**config.mk**
```make
export PLATFORM = sky130hd
export DESIGN_NAME = spi_slave_if_flat
export DESIGN_NICKNAME = d
export VERILOG_FILES = /design/src/rtl/spi_slave_if_if.sv /design/src/rtl/spi_slave_if.sv /design/src/flat_wrapper.sv
export SDC_FILE = /design/constraint.sdc
export NUM_CORES = 1
export LEC_CHECK = 0
export BUFFER_PORTS_ARGS = -buffer_cell sky130_fd_sc_hd__buf_2
export CORE_ASPECT_RATIO = 0.9
export CORE_MARGIN = 2
export CORE_UTILIZATION = 41
export CTS_CLUSTER_SIZE = 20
export DETAILED_ROUTE_END_ITERATION = 8
export PLACE_DENSITY_LB_ADDON = 0.15
export SLEW_MARGIN = 40
export SYNTH_ARGS = -nofsm -noshare
export SYNTH_HDL_FRONTEND = slang
export SYNTH_SLANG_ARGS = --single-unit
```
**constraint.sdc**
```tcl
create_clock -name clk -period 2.4 [get_ports clk]
set_clock_uncertainty 0.2 [all_clocks]
set_input_delay 0.36 -clock clk [delete_from_list [all_inputs] [get_ports clk]]
set_output_delay 0.36 -clock clk [all_outputs]
set_load 0.005 [all_outputs]
```
**src/rtl/spi_slave_if_if.sv**
```systemverilog
`timescale 1ns/1ps
// -----------------------------------------------------------------------------
// spi_slave_if_if
// Command/response bus between the SPI slave front end and the RAM.
//   rx_data  [MEM_WIDTH+1:0] : command word, bits [MEM_WIDTH+1:MEM_WIDTH] are
//                              the control field (00 WR_ADDR, 01 WR_DATA,
//                              10 RD_ADDR, 11 RD_DATA)
//   rx_valid                 : one-cycle strobe, rx_data is valid
//   tx_data  [MEM_WIDTH-1:0] : RAM read data
//   tx_valid                 : one-cycle strobe, tx_data is valid
// Modports:
//   master : the SPI front end (issues commands, receives read data)
//   slave  : the RAM (consumes commands, returns read data)
// -----------------------------------------------------------------------------
interface spi_slave_if_if #(
  parameter int MEM_WIDTH = 8
);
  logic [MEM_WIDTH+1:0] rx_data;
  logic                 rx_valid;
  logic [MEM_WIDTH-1:0] tx_data;
  logic                 tx_valid;

  modport master (
    output rx_data,
    output rx_valid,
    input  tx_data,
    input  tx_valid
  );

  modport slave (
    input  rx_data,
    input  rx_valid,
    output tx_data,
    output tx_valid
  );
endinterface

```
**src/rtl/spi_slave_if.sv**
```systemverilog
`timescale 1ns/1ps
// -----------------------------------------------------------------------------
// spi_slave_if
// Serial-to-parallel front end of the SPI RAM system. Deserialises
// (MEM_WIDTH+2)-bit command words from MOSI and hands them to the RAM as
// rx_data/rx_valid. For read-data commands it takes the RAM's tx_data/tx_valid
// response and shifts it out MSB-first on MISO. Everything is sampled and
// driven on the rising edge of clk.
//
// Ports:
//   clk        : system clock
//   rst_n      : asynchronous active-low reset
//   SS_n       : slave select, active-low; a frame is the interval SS_n=0
//   MOSI       : serial data from master, MSB first
//   MISO       : serial read data to master
//   frame_err  : one-cycle pulse on an aborted frame
//                (only when SPI_SLAVE_FRAME_ERR_EN is defined)
//   ram        : spi_slave_if_if.master (rx_data, rx_valid, tx_data, tx_valid)
//
// Optional feature macro: SPI_SLAVE_FRAME_ERR_EN
// -----------------------------------------------------------------------------
module spi_slave_if #(
  parameter int MEM_WIDTH = 8
) (
  input  logic            clk,
  input  logic            rst_n,
  input  logic            SS_n,
  input  logic            MOSI,
  output logic            MISO,
`ifdef SPI_SLAVE_FRAME_ERR_EN
  output logic            frame_err,
`endif
  spi_slave_if_if.master  ram
);

  localparam int CW    = MEM_WIDTH + 2;
  localparam int CNT_W = $clog2(CW + 1);
  localparam int TXC_W = (MEM_WIDTH > 1) ? $clog2(MEM_WIDTH) : 1;

  localparam logic [CNT_W-1:0] LAST_BIT  = CNT_W'(CW - 1);
  localparam logic [CNT_W-1:0] WORD_BITS = CNT_W'(CW);
  localparam logic [TXC_W-1:0] TX_LAST   = TXC_W'(MEM_WIDTH - 1);

  typedef enum logic [2:0] {
    IDLE,
    CHK_CMD,
    WRITE,
    READ_ADD,
    READ_DATA
  } state_t;

  state_t               state;
  logic [CW-2:0]        shift_q;       // first CW-1 bits; the last bit comes straight from MOSI
  logic [CNT_W-1:0]     bit_cnt;       // data bits received in this frame
  logic                 rd_addr_received;
  logic                 rd_wait;       // READ_DATA word delivered, waiting for tx_valid
  logic                 tx_active;     // read-out in progress
  logic [TXC_W-1:0]     tx_cnt;        // bits still to drive after the current one
  logic [MEM_WIDTH-2:0] tx_rest;       // read-out bits below the one on MISO

  logic in_word;
  logic word_done;
  logic shift_en;
  logic tx_accept;

  always_comb begin
    in_word   = (state == WRITE) || (state == READ_ADD) || (state == READ_DATA);
    word_done = (bit_cnt == WORD_BITS);
    shift_en  = in_word && !SS_n && !word_done;
    // rd_wait is set at the edge that raises rx_valid, so a tx_valid sampled
    // during the rx_valid cycle already falls inside the window.
    tx_accept = (state == READ_DATA) && !SS_n && rd_wait && ram.tx_valid;
  end

  // Data shift registers: carry no control meaning, so they are not reset.
  always_ff @(posedge clk) begin
    if (shift_en) begin
      shift_q <= {shift_q[CW-3:0], MOSI};
    end
    if (tx_accept) begin
      tx_rest <= ram.tx_data[MEM_WIDTH-2:0];
    end else if (tx_active) begin
      tx_rest <= {tx_rest[MEM_WIDTH-3:0], 1'b0};
    end
  end

  // Frame FSM with registered outputs.
  always_ff @(posedge clk or negedge rst_n) begin
    if (!rst_n) begin
      state            <= IDLE;
      MISO             <= 1'b0;
      ram.rx_data      <= '0;
      ram.rx_valid     <= 1'b0;
      rd_addr_received <= 1'b0;
      bit_cnt          <= '0;
      rd_wait          <= 1'b0;
      tx_active        <= 1'b0;
      tx_cnt           <= '0;
`ifdef SPI_SLAVE_FRAME_ERR_EN
      frame_err        <= 1'b0;
`endif
    end else begin
      ram.rx_valid <= 1'b0;
`ifdef SPI_SLAVE_FRAME_ERR_EN
      frame_err    <= 1'b0;
`endif
      if ((state != IDLE) && SS_n) begin
        // Frame ended by the master: drop any partial word or read-out.
        state     <= IDLE;
        bit_cnt   <= '0;
        MISO      <= 1'b0;
        rd_wait   <= 1'b0;
        tx_active <= 1'b0;
        tx_cnt    <= '0;
`ifdef SPI_SLAVE_FRAME_ERR_EN
        // Abort = word incomplete, or read-out not yet at bit 0. A frame that
        // never got past CHK_CMD is not counted.
        frame_err <= (in_word && !word_done) || rd_wait ||
                     (tx_active && (tx_cnt != '0));
`endif
      end else begin
        case (state)
          IDLE: begin
            if (!SS_n) begin
              state <= CHK_CMD;
            end
          end

          CHK_CMD: begin
            bit_cnt <= '0;
            if (!MOSI) begin
              state <= WRITE;
            end else if (rd_addr_received) begin
              state <= READ_DATA;
            end else begin
              state <= READ_ADD;
            end
          end

          WRITE, READ_ADD, READ_DATA: begin
            if (shift_en) begin
              bit_cnt <= bit_cnt + 1'b1;
              if (bit_cnt == LAST_BIT) begin
                ram.rx_data  <= {shift_q, MOSI};
                ram.rx_valid <= 1'b1;
                if (state == READ_ADD) begin
                  rd_addr_received <= 1'b1;
                end
                if (state == READ_DATA) begin
                  rd_addr_received <= 1'b0;
                  rd_wait          <= 1'b1;
                end
              end
            end

            if (tx_accept) begin
              MISO      <= ram.tx_data[MEM_WIDTH-1];
              rd_wait   <= 1'b0;
              tx_active <= 1'b1;
              tx_cnt    <= TX_LAST;
            end else if (tx_active) begin
              if (tx_cnt != '0) begin
                MISO   <= tx_rest[MEM_WIDTH-2];
                tx_cnt <= tx_cnt - 1'b1;
              end else begin
                MISO      <= 1'b0;
                tx_active <= 1'b0;
              end
            end
          end

          default: begin
            state <= IDLE;
          end
        endcase
      end
    end
  end

endmodule

```
**src/flat_wrapper.sv**
```systemverilog
// flat-port wrapper written by rule: the top's interface ports become plain ports
module spi_slave_if_flat 
#(
  parameter int MEM_WIDTH = 8
)
  (clk, rst_n, SS_n, MOSI, MISO, ram_rx_data, ram_rx_valid, ram_tx_data, ram_tx_valid);
  spi_slave_if_if #(.MEM_WIDTH(MEM_WIDTH)) ram_i ();
  input  logic clk;
  input  logic rst_n;
  input  logic SS_n;
  input  logic MOSI;
  output logic MISO;
  output wire logic [$bits(ram_i.rx_data)-1:0] ram_rx_data;
  output wire logic [$bits(ram_i.rx_valid)-1:0] ram_rx_valid;
  input wire logic [$bits(ram_i.tx_data)-1:0] ram_tx_data;
  input wire logic [$bits(ram_i.tx_valid)-1:0] ram_tx_valid;
  assign ram_rx_data = ram_i.rx_data;
  assign ram_rx_valid = ram_i.rx_valid;
  assign ram_i.tx_data = ram_tx_data;
  assign ram_i.tx_valid = ram_tx_valid;
  spi_slave_if #(.MEM_WIDTH(MEM_WIDTH)) u_core (.clk(clk), .rst_n(rst_n), .SS_n(SS_n), .MOSI(MOSI), .MISO(MISO), .ram(ram_i));
endmodule
```
* Yosys cells after proc, flatten, opt, wreduce, memory -nomap -nowiden
Cells that the tools add are included.
** Storage, ports and cells
- Word-level logic and storage cells :: 90
- Flip-flop bits (word level) :: 41
- Input bits :: 13
** Operators by class
- Mux-type cells :: 37
- Reduce and logical (&&, ||, !) cells :: 30
- $add $sub $neg :: 2
- Bitwise logic cells :: 1
- Equality and inequality tests :: 9
** Operators with widths (number)
- $mux 3 :: 9
- $reduce_bool 3->1 :: 8
- $mux 1 :: 22
- $mux 7 :: 2
- $pmux 3 s3 :: 1
- $eq 4x4->1 const B :: 2
- $mux 4 :: 2
- $pmux 4 s2 :: 1
- $reduce_and 4->1 :: 2
- $eq 3x2->1 const B :: 2
- $logic_and 1x1->1 :: 6
- $reduce_and 2->1 :: 3
- $reduce_bool 2->1 :: 3
- $reduce_and 5->1 :: 1
- $add 4x1->4 const B :: 1
- $eq 3x1->1 const B :: 1
- $eq 3x3->1 const B :: 1
- $logic_not 3->1 :: 1
- $ne 3x1->1 const B :: 1
- $ne 3x2->1 const B :: 1
- $reduce_and 3->1 :: 1
- $reduce_or 3->1 :: 1
- $sub 3x1->3 const B :: 1
- $logic_not 1->1 :: 2
- other kinds (3) :: 4

* Logic depth before layout (Yosys ltp)
- Depth in word-level cells :: 9
- Gate-level depth with buffers :: 7
- Depth with buffers taken out :: 6

* Least setup slack after synthesis
No wires, ideal clock.
- Path kind :: register to register
- Start point :: register u_core.state[0]
- End point :: register u_core.ram.rx_data[4]
- Slack :: 0.365 ns
- Cell stages (with the launch flop) :: 6
- Clock period less this slack :: 2.035 ns
- Required time :: 2.075 ns
- Library setup time :: 0.125 ns
- Path buffers :: 2
- Arrival :: 1.710 ns
- Cell sequence :: dfrtp_1 -> buf_6 -> or3b_4 -> a211oi_4 -> buf_8 -> mux2_4
** On the way
- Longest elaborated chain between the ends :: 6
- Elaborated cells between the ends (all ways) :: 12
- Those cells by class :: 3 x eq/ne; 1 x bitwise; 8 x reduce/logical
** Ends and longest elaborated chain
- start: declaration :: line spi_slave_if.sv:52 : state_t state;
- start signal: assignment :: line spi_slave_if.sv:90 : state <= IDLE;
- start signal: assignment :: line spi_slave_if.sv:109 : state <= IDLE;
- start signal: assignment :: line spi_slave_if.sv:125 : state <= CHK_CMD;
- $eq 3x2->1 :: line spi_slave_if.sv:67, spi_slave_if.sv:122
- $logic_or 1x1->1 (2 in a row) :: line spi_slave_if.sv:67 : in_word = (state == WRITE) || (state == READ_ADD) || (state == READ_DATA);
- $logic_and 1x1->1 (2 in a row) :: line spi_slave_if.sv:69 : shift_en = in_word && !SS_n && !word_done;
- $reduce_and 4->1 (no line) *
- end signal: assignment :: line spi_slave_if.sv:144 : ram.rx_data <= {shift_q, MOSI};
- end: declaration :: line spi_slave_if_if.sv:24 : output rx_data,
Every way passes the cells marked *; elsewhere a longest branch is shown, timed or not.
A chain may end at the register's enable or synchronous reset.

* Worst setup path after layout
- Start point :: register u_core.bit_cnt[0]
- End point :: register u_core.ram.rx_data[2]
** On the way
- Longest elaborated chain between the ends :: 4
- Elaborated cells between the ends (all ways) :: 5
- Those cells by class :: 2 x eq/ne; 3 x reduce/logical
** Ends and longest elaborated chain
- start: declaration :: line spi_slave_if.sv:54 : logic [CNT_W-1:0] bit_cnt;
- start signal: assignment :: line spi_slave_if.sv:142 : bit_cnt <= bit_cnt + 1'b1;
- $eq 4x4->1 :: line spi_slave_if.sv:68 : word_done = (bit_cnt == WORD_BITS);
- $logic_not 1->1 :: line spi_slave_if.sv:69
- $logic_and 1x1->1 :: line spi_slave_if.sv:69
- $reduce_and 4->1 (no line) *
Marks and branches as above.

==> results by group <==
Global route
  • Met3 usage: under 10%
  • First-pass GRT wire length: 5.92 mm
  • Pin count of the biggest net entering global routing: 26
  • Antenna violations before repair: 0
  • Met2 Use GR: 24.0%
  • Global route total overflow: 0
  • Gr busiest metal: met2
  • Number of global-route vias before repair: about 1,300
  • Tot GR Track Use: between 10% and 20%
  • Met1 demand-to-capacity share in global routing: roughly 17%

Outcome
  • Status: finished, final reports clean

Route
  • Drc violations: 0
  • Routed WL: roughly 3.5 mm
  • DR WL/cell: 14.0 um
  • Vias: 1,226
  • Post-DRT Antenna Nets: 0
  • Vias per cell: between 4 and 5
  • Drt first pass iters: 4
  • Initial drt markers: slightly below 60

Clock network
  • Clk sinks: 41
  • CTS-repair resized insts: 0
  • Total CTS buffers: 5
  • Root buffer cell: clkbuf_8
  • Clock Latency Late Sink: between 200 and 300 ps
  • H-tree depth: 2
  • Worst-case clock buffer depth: 2
  • CTS tree: yes
  • Worst-path clk slew: ~80 ps

Worst setup path
  • Max incr delay on CP: roughly 430 ps
  • CP top delay family: flip-flops
  • Setup Crit Path Kind: flip-flop to flip-flop
  • Worst Path Max Fanout: 14
  • Worst Path Buf+Inv: 2
  • Max stage delay cell, worst path: dfrtp_1
  • Req. time, crit path: 2370 ps
  • CP startpoint kind: flip-flop
  • Critical Path AT: between 2000 and 2500 ps
  • R2R Setup Slk: 270 ps
  • Crit-path cells: inv_1 -> ha_1 -> nand4bb_4 -> a211oi_4 -> buf_4 -> mux2_2
  • CP Capture Type: flip-flop

Floorplanning
  • Area of the core: around 4500 um2
  • # IOs: 25
  • Die height: just under 70 um
  • Starting Density: a little over two fifths
  • Chip width: 76.7 um
  • FP Rows: 23
  • Die area: approximately 5300 um2

Layout
  • Share of layout cells above drive strength 1: 31.5%
  • Most frequent cells in the layout: dfrtp_1, buf_2, edfxtp_1
  • Finished Cell Area: 2230 um2
  • Non-Filler Instances: ~250
  • Antenna diode count: 0
  • Fillers: around 420
  • Reg area: 1110 um2
  • Synth-to-Final Area Change: 14.4%
  • Post-layout net count: between 200 and 250
  • Commonest non-fill, non-tap cell in the layout: dfrtp_1
  • Area of the multi-input gates: ~760 um2

Place
  • IO buf count: 24
  • Post-Place Cell Area: ~2100 um2
  • Dpl cells: between 200 and 250
  • HPWL Detailed: between 2 and 3 mm
  • Gpl congestion: roughly 0.74

Synth
  • Synth Area per Inst: ~13 um2
  • Seq/Total Area, Yosys: between 50% and 60%
  • Yosys top cell area share: 32.1%
  • Cells after synthesis: 154
  • FF+latch count, synth: between 40 and 50
  • Mapped cell area: ~2000 um2
  • Total nets after synthesis: 172
  • Synth area leader: dfrtp_1
  • Top cells by area in the synthesized netlist: dfrtp_1, edfxtp_1, mux2_2
  • Warnings, synthesis: 0
  • Synth unique cells: 39

Power
  • Clk pwr share: 31.4%
  • Comb pwr share: between 10% and 20%
  • Part of the power in registers: a little over half
  • P_sw: 376 uW
  • Leak pwr: 0.000946 uW
  • Pint: 1100 uW
  • Sw frac: about a quarter
  • Cell Pwr Density: approximately 660 nW/um2
  • Worst VDD drop: between 0.0003 and 0.0004 V

Timing
  • Setup_tns: 0 ps
  • Final slew viol count: 0
  • Relative max-transition margin: about 60%
  • Fmax: between 400 and 500 MHz
  • Worst slew pin tran: a little under 600 ps
  • RSZ-0062 raised after global routing: no
  • Fin crit period: 2130 ps
  • Final Hold Fails: 0
  • Final worst path period share: around nine tenths
  • Finish-stage setup viols: 0

Flow run
  • Maxcap violations: 0

Worst hold path
  • Hold WC Path Type: input pin to flip-flop
-- power by group through the flow --
stage | sequential [uW] | clock (uW) | combinational [uW]
2_1_floorplan | 804 | 0 | 165
3_3_place_gp | 814 | 0 | 199
3_5_place_dp | 818 | 0 | 210
4_1_cts | 803 | 485 | 212
5_1_grt | 812 | 519 | 242
6_report | 803 | 464 | 208
-- state kept, by name (all words and copies together) (netlist names) --
signal                   cells
u_core.tx_cnt                3
u_core.tx_rest               7
u_core.MISO                  1
u_core.rd_wait               1
u_core.bit_cnt               4
u_core.rd_addr_received      1
u_core.shift_q               9
u_core.ram.rx_data          10
u_core.tx_active             1
u_core.state                 3
u_core.ram.rx_valid          1
-- cell usage after synthesis --
master and number:
dfrtp_1 25, edfxtp_1 16, inv_1 12, mux2_2 12
nand2_1 8, o21ai_0 8, a21oi_1 7, mux2_4 6
ha_1 5, nand2b_1 5, nor2_1 5, mux2i_1 4
nor3_1 4, a31oi_1 3, nand4_1 3, nor2b_1 3
a22oi_1 2, and2_1 2, buf_2 2, clkbuf_1 2
nand3_1 2, a2111oi_0 1, a211oi_4 1, a21o_1 1
a21oi_2 1, a221oi_1 1, a2bb2oi_1 1, a311oi_1 1
a31o_2 1, buf_6 1, buf_8 1, nand3b_1 1
nand4bb_4 1, o21a_1 1, o21ai_1 1, or2b_1 1
or3_1 1, or3_2 1, or3b_4 1
-- path summary, 6_finish.rpt --
| kind | startpoint | to | cells past startpoint |
|---|---|---|---|
| max | u_core.bit_cnt[0] | u_core.ram.rx_data[2] | 6 |
| min | MOSI | u_core.shift_q[0] | 1 |
| max reg2reg | u_core.bit_cnt[0] | u_core.ram.rx_data[2] | 6 |
| min reg2reg | u_core.shift_q[2] | u_core.shift_q[3] | 0 |
| max in group asynchronous | rst_n | u_core.tx_active | 2 |
| min in group asynchronous | rst_n | u_core.ram.rx_data[8] | 2 |
-- through the flow --
stage	worst slack (ps)	power, uW	util [%]	hold slack, ps
floorplan	365	968	-	-136
global placement	337	1010	47.1	196
detailed placement	269	1030	47.1	202
CTS	253	1500	49.4	112
global route	110	1570	49.4	118
finish	271	1480	49.4	125
-- timing repair --
item,CTS,global route
hold endpoints to repair,25,0
setup buffers,0,0
hold buffers,1,0
-- layer usage --
metal  vias up  share of wire [%]
li1        611                  -
met1       589                 46
met2        24                 50
met3         2                4.0
met4         0               0.29
met5         -                  0
-- kinds of logic after synthesis --
family                     share of synthesized area [%]
AOI/OAI and AO/OA                                   10.3
and+or+nand+nor                                     11.7
buffers and inverters                               4.55
muxes                                               13.6
adders and majority gates                           3.21
DFF                                                 56.7
-- layout make-up --
class,instances,share of cell area [%]
timing repair buffer,28,6.84
clock inverter,1,0.336
sequential,41,49.6
tap,62,3.48
clock buffer,7,3.87
multi-input combinational,95,33.9
inverter,12,2.02
Note: power is estimated with default switching activity, not from simulation.
